--- src/rtl/ctrl_unit_pkg.sv ---
// Shared constants and types for the WF8 control unit: ALU mode/flag indices,
// opcodes, FSM states and the decoded-instruction record.
package ctrl_unit_pkg;

    localparam int DEFAULT_BIT_COUNT = 8;

    localparam int ALU_MODE_ADD      = 0;
    localparam int ALU_MODE_SH       = 1;
    localparam int ALU_MODE_NOT      = 2;
    localparam int ALU_MODE_AND      = 3;
    localparam int ALU_MODE_OR       = 4;
    localparam int ALU_MODE_XOR      = 5;
    localparam int ALU_MODE_BYPASS_A = 6;
    localparam int ALU_MODE_BYPASS_B = 7;
    localparam int ALU_MODE_COUNT    = 8;

    localparam int BC_FLAG_GT    = 0;
    localparam int BC_FLAG_EQ    = 1;
    localparam int BC_FLAG_COUNT = 2;

    typedef enum logic [3:0] {
        OP_NOP  = 4'h0, OP_ADD = 4'h1, OP_ADDI = 4'h2, OP_SH  = 4'h3,
        OP_SHI  = 4'h4, OP_NOT = 4'h5, OP_AND  = 4'h6, OP_OR  = 4'h7,
        OP_XOR  = 4'h8, OP_MVA = 4'h9, OP_MVR  = 4'hA, OP_LI  = 4'hB,
        OP_BEQ  = 4'hC, OP_BGT = 4'hD, OP_JMP  = 4'hE, OP_HLT = 4'hF
    } opcode_e;

    typedef enum logic [2:0] {
        ST_IDLE, ST_FETCH, ST_EXEC, ST_BR, ST_PC_INC, ST_HALT
    } state_e;

    typedef struct packed {
        logic [ALU_MODE_COUNT-1:0] alu_mode;
        logic                      alu_a_sel;
        logic                      alu_b_sel;
        logic                      acc_wr_en;
        logic                      reg_wr_en;
        logic                      is_branch;
        logic                      is_jmp;
        logic                      is_halt;
    } decode_t;

    function automatic logic [ALU_MODE_COUNT-1:0] mode_bit(input int idx);
        return ALU_MODE_COUNT'(1) << idx;
    endfunction

endpackage

--- src/rtl/ctrl_unit_insn_decode.sv ---
// Combinational instruction decode: opcode -> one-hot ALU mode, operand
// selects, write enables and control-flow class for the EXEC state.
module insn_decode
    import ctrl_unit_pkg::*;
(
    input  opcode_e    opcode_i,
    input  logic [2:0] rb_i,
    output decode_t    dec_o
);

    always_comb begin
        // NOTE: default every field first so no path through the case infers a latch.
        dec_o = '0;
        case (opcode_i)
            OP_ADD:  begin dec_o.alu_mode = mode_bit(ALU_MODE_ADD); dec_o.acc_wr_en = 1'b1; end
            OP_ADDI: begin
                dec_o.alu_mode  = mode_bit(ALU_MODE_ADD);
                dec_o.alu_b_sel = 1'b1;
                dec_o.acc_wr_en = 1'b1;
            end
            OP_SH:   begin dec_o.alu_mode = mode_bit(ALU_MODE_SH); dec_o.acc_wr_en = 1'b1; end
            OP_SHI:  begin
                dec_o.alu_mode  = mode_bit(ALU_MODE_SH);
                dec_o.alu_b_sel = 1'b1;
                dec_o.acc_wr_en = 1'b1;
            end
            OP_NOT:  begin dec_o.alu_mode = mode_bit(ALU_MODE_NOT); dec_o.acc_wr_en = 1'b1; end
            OP_AND:  begin dec_o.alu_mode = mode_bit(ALU_MODE_AND); dec_o.acc_wr_en = 1'b1; end
            OP_OR:   begin dec_o.alu_mode = mode_bit(ALU_MODE_OR);  dec_o.acc_wr_en = 1'b1; end
            OP_XOR:  begin dec_o.alu_mode = mode_bit(ALU_MODE_XOR); dec_o.acc_wr_en = 1'b1; end
            OP_MVA:  begin dec_o.alu_mode = mode_bit(ALU_MODE_BYPASS_B); dec_o.acc_wr_en = 1'b1; end
            // x7 is hardwired to zero, so writes to it are dropped here.
            OP_MVR:  begin
                dec_o.alu_mode  = mode_bit(ALU_MODE_BYPASS_A);
                dec_o.reg_wr_en = (rb_i != 3'd7);
            end
            OP_LI:   begin
                dec_o.alu_mode  = mode_bit(ALU_MODE_BYPASS_B);
                dec_o.alu_b_sel = 1'b1;
                dec_o.acc_wr_en = 1'b1;
            end
            OP_BEQ, OP_BGT: dec_o.is_branch = 1'b1;
            OP_JMP:  begin dec_o.alu_mode = mode_bit(ALU_MODE_BYPASS_A); dec_o.is_jmp = 1'b1; end
            OP_HLT:  dec_o.is_halt = 1'b1;
            default: ;
        endcase
    end

endmodule

--- src/rtl/ctrl_unit.sv ---
// WF8 control FSM: fetches over a req/ack handshake, owns pc/ir/branch flags and
// drives the ALU/regfile/accumulator controls combinationally from state and ir.
module ctrl_unit
    import ctrl_unit_pkg::*;
#(
    parameter int BIT_COUNT = DEFAULT_BIT_COUNT
) (
    input  logic                      clk,
    input  logic                      rst_n,
    output logic                      imem_req,
    output logic [BIT_COUNT-1:0]      imem_addr,
    input  logic                      imem_ack,
    input  logic [7:0]                imem_data,
    output logic [ALU_MODE_COUNT-1:0] alu_mode,
    output logic                      alu_a_sel,
    output logic                      alu_b_sel,
    output logic [BIT_COUNT-1:0]      imm,
    output logic [BIT_COUNT-1:0]      pc,
    input  logic [BIT_COUNT-1:0]      alu_c,
    input  logic [BC_FLAG_COUNT-1:0]  bc_flags,
    output logic [2:0]                reg_rd_idx,
    output logic                      reg_wr_en,
    output logic [2:0]                reg_wr_idx,
    output logic                      acc_wr_en,
    output logic                      halted
);

    state_e                   state_q;
    logic [BIT_COUNT-1:0]     pc_q;
    logic [7:0]               ir_q;
    logic [BC_FLAG_COUNT-1:0] flags_q;
    decode_t                  dec;
    logic                     br_taken;

    insn_decode u_decode (
        .opcode_i (opcode_e'(ir_q[7:4])),
        .rb_i     (ir_q[2:0]),
        .dec_o    (dec)
    );

    assign br_taken = (opcode_e'(ir_q[7:4]) == OP_BEQ) ? flags_q[BC_FLAG_EQ] : flags_q[BC_FLAG_GT];

    always_ff @(posedge clk or negedge rst_n) begin
        if (!rst_n) begin
            state_q <= ST_IDLE;
            pc_q    <= '0;
            ir_q    <= '0;
            flags_q <= '0;
        end else begin
            // NOTE: non-blocking so every register samples pre-edge values, as real flops do.
            case (state_q)
                ST_IDLE:  state_q <= ST_FETCH;
                ST_FETCH: if (imem_ack) begin
                    ir_q    <= imem_data;
                    state_q <= ST_EXEC;
                end
                ST_EXEC: begin
                    if (dec.is_halt) begin
                        state_q <= ST_HALT;
                    end else if (dec.is_branch) begin
                        flags_q <= bc_flags;
                        state_q <= ST_BR;
                    end else if (dec.is_jmp) begin
                        pc_q    <= alu_c;
                        state_q <= ST_FETCH;
                    end else begin
                        state_q <= ST_PC_INC;
                    end
                end
                ST_BR: begin
                    if (br_taken) begin
                        pc_q    <= alu_c;
                        state_q <= ST_FETCH;
                    end else begin
                        state_q <= ST_PC_INC;
                    end
                end
                ST_PC_INC: begin
                    pc_q    <= alu_c;
                    state_q <= ST_FETCH;
                end
                ST_HALT:  state_q <= ST_HALT;
                default:  state_q <= ST_IDLE;
            endcase
        end
    end

    assign pc        = pc_q;
    assign imem_addr = pc_q;

    always_comb begin
        imem_req   = 1'b0;
        alu_mode   = '0;
        alu_a_sel  = 1'b0;
        alu_b_sel  = 1'b0;
        imm        = BIT_COUNT'(ir_q[3:0]);
        reg_rd_idx = 3'd0;
        reg_wr_en  = 1'b0;
        reg_wr_idx = 3'd0;
        acc_wr_en  = 1'b0;
        halted     = 1'b0;
        case (state_q)
            ST_FETCH: imem_req = 1'b1;
            ST_EXEC: begin
                alu_mode   = dec.alu_mode;
                alu_a_sel  = dec.alu_a_sel;
                alu_b_sel  = dec.alu_b_sel;
                reg_rd_idx = ir_q[2:0];
                reg_wr_en  = dec.reg_wr_en;
                reg_wr_idx = ir_q[2:0];
                acc_wr_en  = dec.acc_wr_en;
            end
            // Taken branches route x6 through the ALU as the new pc.
            ST_BR: if (br_taken) begin
                reg_rd_idx = 3'd6;
                alu_mode   = mode_bit(ALU_MODE_BYPASS_B);
            end
            ST_PC_INC: begin
                alu_a_sel = 1'b1;
                alu_b_sel = 1'b1;
                imm       = BIT_COUNT'(1);
                alu_mode  = mode_bit(ALU_MODE_ADD);
            end
            ST_HALT:  halted = 1'b1;
            default: ;
        endcase
    end

endmodule

--- config.mk ---
export PLATFORM = sky130hd
export DESIGN_NAME = ctrl_unit
export DESIGN_NICKNAME = d
export VERILOG_FILES = /design/src/rtl/ctrl_unit_pkg.sv /design/src/rtl/ctrl_unit_insn_decode.sv /design/src/rtl/ctrl_unit.sv
export SDC_FILE = /design/constraint.sdc
export NUM_CORES = 1
export LEC_CHECK = 0
export ABC_AREA = 0
export BUFFER_PORTS_ARGS = -buffer_cell sky130_fd_sc_hd__buf_2
export CAP_MARGIN = 40
export CORE_MARGIN = 3
export CORE_UTILIZATION = 45
export DETAILED_ROUTE_END_ITERATION = 6
export PLACE_DENSITY = 0.84
export REMOVE_ABC_BUFFERS = 1
export SLEW_MARGIN = 20
export SYNTH_ARGS = -nofsm -noshare
export SYNTH_HDL_FRONTEND = slang
export SYNTH_SLANG_ARGS = --single-unit
export TNS_END_PERCENT = 100
--- constraint.sdc ---
create_clock -name clk -period 2.67 [get_ports clk]
set_input_delay 0.6675 -clock clk [delete_from_list [all_inputs] [get_ports clk]]
set_output_delay 0.6675 -clock clk [all_outputs]
set_load 0.05 [all_outputs]
# --- Yosys cells after proc, flatten, opt, wreduce, memory -nomap -nowiden ---
# Index checks and enable logic that the tools add are counted.
word_totals:
  reg_bits: 21
  input_bits: 21
  output_inout_bits: 44
op_classes:
  eq_ne: 26
  muxes: 31
  bitwise_logic: 1
  n_reduce_logical: 13
ops:
  columns: ["cell", "count"]
  rows:
  - ["8-bit case mux with 8 select lines", 1]
  - ["8-bit case mux with 3 select lines", 2]
  - ["8-bit two-way mux", 5]
  - ["4-bit equality test, second input constant", 8]
  - ["3-bit two-way mux", 7]
  - ["4-bit by 3-bit equality test with 1-bit output, second input constant", 4]
  - ["3-bit case mux with 5 select lines", 1]
  - ["1-bit two-way mux", 12]
  - ["2-bit OR reduction", 6]
  - ["2-bit inequality test, second input constant", 5]
  - ["10-bit OR reduction", 1]
  - ["4-bit by 2-bit equality test with 1-bit output, second input constant", 2]
  - ["3-bit by 2-bit equality test with 1-bit output, second input constant", 2]
  - ["3-bit equality test, second input constant", 2]
  - ["3-bit case mux with 2 select lines", 1]
  - ["5-bit AND reduction", 1]
  - ["4-bit by 1-bit equality test with 1-bit output, second input constant", 1]
  - ["4-bit two-way mux", 1]
  - ["3-bit by 1-bit equality test with 1-bit output, second input constant", 1]
  - ["3-bit zero test", 1]
  - ["3-bit inequality test, second input constant", 1]
  - ["3-bit AND reduction", 1]
  - ["3-bit nonzero test", 1]
  - ["3-bit OR reduction", 1]
  - ["3 further kinds", 3]

# --- Longest topological paths before layout ---
# Gate-level depths: netlist of the first run.
depth:
  word_depth: 6
  mapped_depth: 6
  depth_no_buf: 4

# --- Cells and area by module ---
# A second synthesis of the first run with hierarchy kept.
hier_totals:
  hier_cells: 136
  area_unflattened_um2: 1443.9
by_module_without_submodules:
  columns: ["mod", "n_inst", "cells_per_inst", "area_each_um2", "seq_area_each_um2"]
  rows:
  - ["ctrl_unit", 1, 104, 1253.7, 525.5]
  - ["insn_decode", 1, 32, 190.2, 0.0]

# --- Least setup slack after synthesis of the first run ---
# No wires, ideal clock.
synth_path:
  kind: "reg-to-output"
  startpoint: "reg state_q[0]"
  endpoint: "out alu_mode[5]"
  arrival_time_ns: 2.458
  slack_ns: -0.455
  path_stages_with_launch: 5
  path_buffers: 1
  path_cell_list: "dfrtp_1 > buf_2 > nand2b_1 > or2_2 > nor4_1"
synth_via:
  elab_chain_cells: 2
synth_rtl:
  columns: ["element", "line_no", "text"]
  rows:
  - ["from (decl)", "ctrl_unit.sv:28", "state_e state_q;"]
  - ["from (signal assigned)", "ctrl_unit.sv:45", "state_q <= ST_IDLE;"]
  - ["from (signal assigned)", "ctrl_unit.sv:52", "ST_IDLE: state_q <= ST_FETCH;"]
  - ["from (signal assigned)", "ctrl_unit.sv:55", "state_q <= ST_EXEC;"]
  - ["3-bit equality test or 3-bit by 2-bit equality test with 1-bit output (tied branches)", "ctrl_unit.sv:102", "case (state_q)"]
  - ["8-bit case mux with 3 select lines (*)", "ctrl_unit.sv:102", null]
  - ["to (decl)", "ctrl_unit.sv:14", "output logic [ALU_MODE_COUNT-1:0] alu_mode,"]
# Mark *: on every way between the ends. The rest lies on a longest branch, timed or not.

# --- Worst setup path in the final report of the first run ---
layout_path:
  startpoint: "reg ir_q[4]"
  endpoint: "out reg_rd_idx[2]"
layout_via:
  elab_chain_cells: 4
layout_rtl:
  columns: ["element", "line_no", "text"]
  rows:
  - ["from (decl)", "ctrl_unit.sv:30", "logic [7:0] ir_q;"]
  - ["from (signal assigned)", "ctrl_unit.sv:54", "ir_q <= imem_data;"]
  - ["4-bit equality test", "ctrl_unit.sv:41", "assign br_taken = (opcode_e'(ir_q[7:4]) == OP_BEQ) ? flags_q[BC_FLAG_EQ] : flags_q[BC_FLAG_GT];"]
  - ["1-bit two-way mux", "ctrl_unit.sv:41", null]
  - ["3-bit two-way mux", "ctrl_unit.sv:114", "ST_BR: if (br_taken) begin"]
  - ["3-bit case mux with 2 select lines", "ctrl_unit.sv:102", null]
  - ["to (decl)", "ctrl_unit.sv:21", "output logic [2:0] reg_rd_idx,"]
# Every way passes these cells.

==> impl_metrics.json, run 1 <==
{
  "arrival_ns": 1.91,
  "drive_gt1_frac": 0.575,
  "syn_inst": 125,
  "fillers": 232,
  "clock_latency_ns": 0.30,
  "grt_max_degree": 22,
  "cp.required_ns": 2.00,
  "die_h_um": 59.9,
  "synth.top_cells.by_area": "dfrtp_1 (40%), mux2_2 (15%), buf_4 (8.6%)",
  "coreArea_mm2": 0.00261,
  "clkSlewWorstSetupHoldPaths_ns": 0.11,
  "die_area_mm2": 0.00359,
  "wl_per_cell_um": 14.9,
  "crit_fanout": 10,
  "firstDrtPassIters": 4,
  "grt_pass1_wl_mm": 4.71,
  "syn_area_mm2": 0.00131,
  "wl_met2_mm": 1.46,
  "crit_family": "simple AND/OR/NAND/NOR gates",
  "top_layer_used": "met4",
  "crit_chain": "and4bb_4 > mux2i_4 > or2_2 > buf_2",
  "fp.dieW_um": 59.9,
  "cts_sinks": 21,
  "worst-path-buf-inv": 1,
  "synth_seq_cells": 21,
  "rsz0062_at_grt": "true",
  "worstSetupEndpointType": "output pin",
  "postPlaceCellArea_mm2": 0.00154,
  "fin_nets": 196,
  "grt_pass1_vias": 1004,
  "gp_congestion": 0.878,
  "drtIter0Drc": 83,
  "clockBufferDepth": 2,
  "setup_viol": 0,
  "layout-area-overhead-vs-synth_pct": 22.3,
  "wl_met3_um": 299,
  "cts_tree": "done",
  "final_max_slew_viol_count": 0,
  "antenna_left": 0,
  "synth.largest_area_cell": "dfrtp_1",
  "period_share": 0.966,
  "insertedDiodeCount": 0,
  "timing.fmax_ghz": 0.388,
  "cts-root-buf": "clkbuf_4",
  "status": "completed",
  "via_count": 1077,
  "yosysMostFrequentCell": "dfrtp_1",
  "io_pins": 65,
  "antenna_found_initial": 0,
  "maxSlewHeadroom": 0.652,
  "yosys_warnings": 0,
  "synthArstFlopShare": 1.00,
  "worst_pin_slew_ns": 0.522,
  "hold_viol": 0,
  "synth_area_per_cell_um2": 10.5,
  "fin_skew_ns": 0.00644,
  "critPathKind": "flop to output pin",
  "hpwlAfterDp_mm": 2.33,
  "synth-seq-area-share": 0.402,
  "htree_levels": 1,
  "rows": 18,
  "synth_top_area_frac": 0.402,
  "multiInputGateArea_um2": 666,
  "start_kind": "flop",
  "regArea_um2": 529,
  "critPathMaxStageDelay_ns": 0.48,
  "grt_overflow": 0,
  "finalCriticalPeriod_ns": 2.58,
  "m1WireLength_mm": 1.24,
  "totalWireLength_mm": 3.05,
  "r2r-start": "ir_q[4]$_DFFE_PN0P_",
  "synth_cell_type_count": 36,
  "ys.flop_type": "dfrtp_1",
  "hold_path.class": "input pin to async pin",
  "synth_edf_count": 0,
  "critPathSlowestCell": "dfrtp_2",
  "yosys-top-cells-count": "dfrtp_1 (21), mux2_2 (18), buf_4 (15)",
  "post_cts_buffers": 0,
  "route.detailed.drc": 0,
  "start_util": 0.501,
  "design_area_mm2": 0.00160,
  "crit_path_start": "ir_q[4]$_DFFE_PN0P_",
  "cts_buffers": 3,
  "grt_util_all_layers": 0.179,
  "cap_viol_max_count": 0,
  "portBuffers": 60,
  "drt-vias-per-instance": 5.28
}
cell families (layout without fill, tap and decap cells):
family,count (synthesis),count (layout),share of synthesized area
mux,20,20,0.173
xor+xnor,2,2,0.0134
compound gates,13,13,0.0832
simple gates,45,45,0.210
buf+inv,23,69,0.116
other cells,1,4,0.00287
flops,21,21,0.402
sequential cells by signal (all words and copies together) (netlist names):
name	count
ir_q	8
flags_q	2
state_q	3
imem_addr	8
stage by stage:
step                      hold WS, ns  TNS, ns  utilization  std cells  setup WS (ns)
final                           0.298        0        0.613        204         0.0904
after detailed placement        0.511        0        0.590        200          0.227
after global placement          0.483        0        0.590        200          0.337
after floorplan                 0.372    -1.51            -        106         -0.420
after global routing            0.313  -0.0104        0.613        204        -0.0104
after CTS                       0.304        0        0.604        204         0.0192
layer usage:
layer	vias to the layer above	GRT usage
met5	-	0
met2	55	0.293
met3	5	0.0475
met4	0	0.0665
met1	508	0.226
li1	509	-
final timing paths:
| check | slack [ns] | cells past startpoint | to |
|---|---|---|---|
| min reg2reg | 0.55 | 1 | ir_q[3]$_DFFE_PN0P_ |
| max in group asynchronous | 2.03 | 1 | ir_q[4]$_DFFE_PN0P_ |
| min in group clk | 0.55 | 1 | ir_q[3]$_DFFE_PN0P_ |
| max | 0.09 | 4 | reg_rd_idx[2] |
| max reg2reg | 0.68 | 4 | imem_addr[2]$_DFFE_PN0P_ |
| min | 0.30 | 1 | ir_q[3]$_DFFE_PN0P_ |
timing repair:
item,in CTS,in global routing
resized for setup,2,9
hold buffers,0,0
endpoints found under the setup margin,5,9
hold endpoints to repair,0,0
gates cloned,0,0
layout by cell type, fill, tap and decap left out, drive strengths merged, types with 3 or more instances in the layout:
master  count
a21o        3
and2        5
and3        3
buf        62
clkbuf      6
conb        4
dfrtp      21
mux2       18
nand2       6
nand4b      3
nor2        7
nor2b       4
nor3        3
nor3b       4
o21ai       3
or2         4
worst reg2reg max path: stages (launching register included):
cell and delay, ns:
dfrtp_2 0.48, and4bb_4 0.37, mux2i_4 0.11, a311oi_4 0.52, mux2_2 0.40
cell type report:
cell class,count,area share
Inverter,1,0.00235
Multi-Input combinational cell,84,0.416
Clock buffer,4,0.0164
Timing Repair Buffer,64,0.211
Sequential cell,21,0.331
Tap cell,30,0.0235
Power of run 1 is not shown: default switching activity piles up to over one toggle a cycle in this logic, so the estimate is an artifact.
==> run 2: changes to the inputs <==
==> constraint.sdc (replaced) <==
create_clock -name clk -period 2.67 [get_ports clk]
set_input_delay 0.267 -clock clk [delete_from_list [all_inputs] [get_ports clk]]
set_output_delay 0.267 -clock clk [all_outputs]
set_load 0.05 [all_outputs]
==> run 2 against run 1 <==
Critical path depth is the same. Worst setup slack gained 0.23 ns. Wire length shrank 2.6%. Die area is the same. Maximum frequency grew 9.6%. Cell area shrank 2.9%. Non-clock buffer count shrank 2. Highest routed layer unchanged.
==> impl_metrics.json, run 2 (same netlist as run 1, synthesis figures left out) <==
{
  "start_util": 0.501,
  "worstSetupEndpointType": "output pin",
  "maxSlewHeadroom": 0.580,
  "finalCriticalPeriod_ns": 2.35,
  "grt_pass1_vias": 1089,
  "grt_pass1_wl_mm": 4.95,
  "layout_common_cells": "buf_2 (60), dfrtp_1 (21), mux2_2 (18)",
  "coreArea_mm2": 0.00261,
  "firstDrtPassIters": 4,
  "hpwlAfterDp_mm": 2.39,
  "cts_sinks": 21,
  "fin_skew_ns": 0.00668,
  "drt-vias-per-instance": 5.41,
  "ff2ff_path_depth": 4,
  "io_pins": 65,
  "drtIter0Drc": 33,
  "r2r-start": "ir_q[5]$_DFFE_PN0P_",
  "totalWireLength_mm": 2.97,
  "fin_nets": 194,
  "rsz0062_at_grt": "false",
  "crit_fanout": 11,
  "cts-root-buf": "clkbuf_4",
  "cp.required_ns": 2.40,
  "crit_path_start": "ir_q[5]$_DFFE_PN0P_",
  "die_h_um": 59.9,
  "cts_tree": "done",
  "timing.final.ws_setup_ns": 0.316,
  "fillers": 225,
  "layout-area-overhead-vs-synth_pct": 18.7,
  "multiInputGateArea_um2": 643,
  "route.detailed.drc": 0,
  "antenna_found_initial": 0,
  "clkSlewWorstSetupHoldPaths_ns": 0.11,
  "worst_pin_slew_ns": 0.627,
  "reg2reg_setup_slack_ns": 0.57,
  "gp_congestion": 0.793,
  "status": "completed",
  "regArea_um2": 526,
  "endpoint": "reg_rd_idx[1]",
  "final_max_slew_viol_count": 0,
  "r2r-end": "imem_addr[6]$_DFFE_PN0P_",
  "cap_viol_max_count": 0,
  "final_common_cell": "buf_2",
  "arrival_ns": 2.09,
  "drive_gt1_frac": 0.541,
  "critPathKind": "flop to output pin",
  "cts_resized": 0,
  "period_share": 0.882,
  "clock_latency_ns": 0.29,
  "start_kind": "flop",
  "grt_util_all_layers": 0.183,
  "clockBufferDepth": 2,
  "insertedDiodeCount": 0,
  "cts_buffers": 3,
  "grt_max_degree": 22,
  "wl_per_cell_um": 14.7,
  "htree_levels": 1,
  "grt_overflow": 0,
  "via_count": 1093,
  "die_area_mm2": 0.00359,
  "timing.fmax_ghz": 0.425,
  "dp_slack_ns": 0.573,
  "holdWs_ns": 0.196,
  "portBuffers": 60,
  "hold_path.class": "input pin to flop",
  "setup_viol": 0,
  "post-route-util": 0.595,
  "antenna_left": 0,
  "hold_viol": 0,
  "rows": 18,
  "fp.dieW_um": 59.9
}
==> run 2: cell types whose count changed in the layout (fill, tap and decap cells not counted), sizes merged <==
cell,change
clkbuf,-2
dlygate4sd3,+1
buf,-1
==> run 2: worst max-delay path: stages (launching register included) <==
cell      delay [ns]
dfrtp_1         0.51
and4bb_4        0.42
mux2i_2         0.43
or2_2           0.19
buf_2           0.25
==> run 2: area by class of cell <==
class / instances / area share
timing repair buffer: 62 / 0.205
clock buffer: 4 / 0.0169
multi-input combinational: 84 / 0.414
sequential: 21 / 0.338
tap: 30 / 0.0242
inverter: 1 / 0.00242
==> run 2: how the worst min path moves through the flow <==
stage	from	end	slack (ns)	cells after the start
global placement	rst_n	imem_addr[1]$_DFFE_PN0P_	0.23	1
CTS	imem_data[0]	ir_q[0]$_DFFE_PN0P_	0.19	2
finish	imem_data[0]	ir_q[0]$_DFFE_PN0P_	0.20	2
floorplan	rst_n	flags_q[0]$_DFFE_PN0P_	-0.03	0
detailed placement	rst_n	imem_addr[1]$_DFFE_PN0P_	0.24	1
global route	alu_c[3]	imem_addr[3]$_DFFE_PN0P_	0.19	2
==> run 2: routing by layer <==
layer  global-route usage  wire length (um)
met3               0.0432               294
met5                    0                 0
met2                0.289              1410
met1                0.228              1210
met4                0.101                56
==> run 2: per-stage QoR <==
step	setup TNS, ns	instances	instance area [um^2]
finish	0	202	1550
global route	0	202	1550
CTS	0	202	1550
detailed placement	0	197	1520
global placement	0	197	1520
floorplan	-0.0340	106	1170
==> run 2: repair_timing <==
action	in CTS	in global routing
endpoints found under the hold margin	21	0
hold buffers	1	0
setup buffers	0	0
Power of run 2 is left out for the same reason.
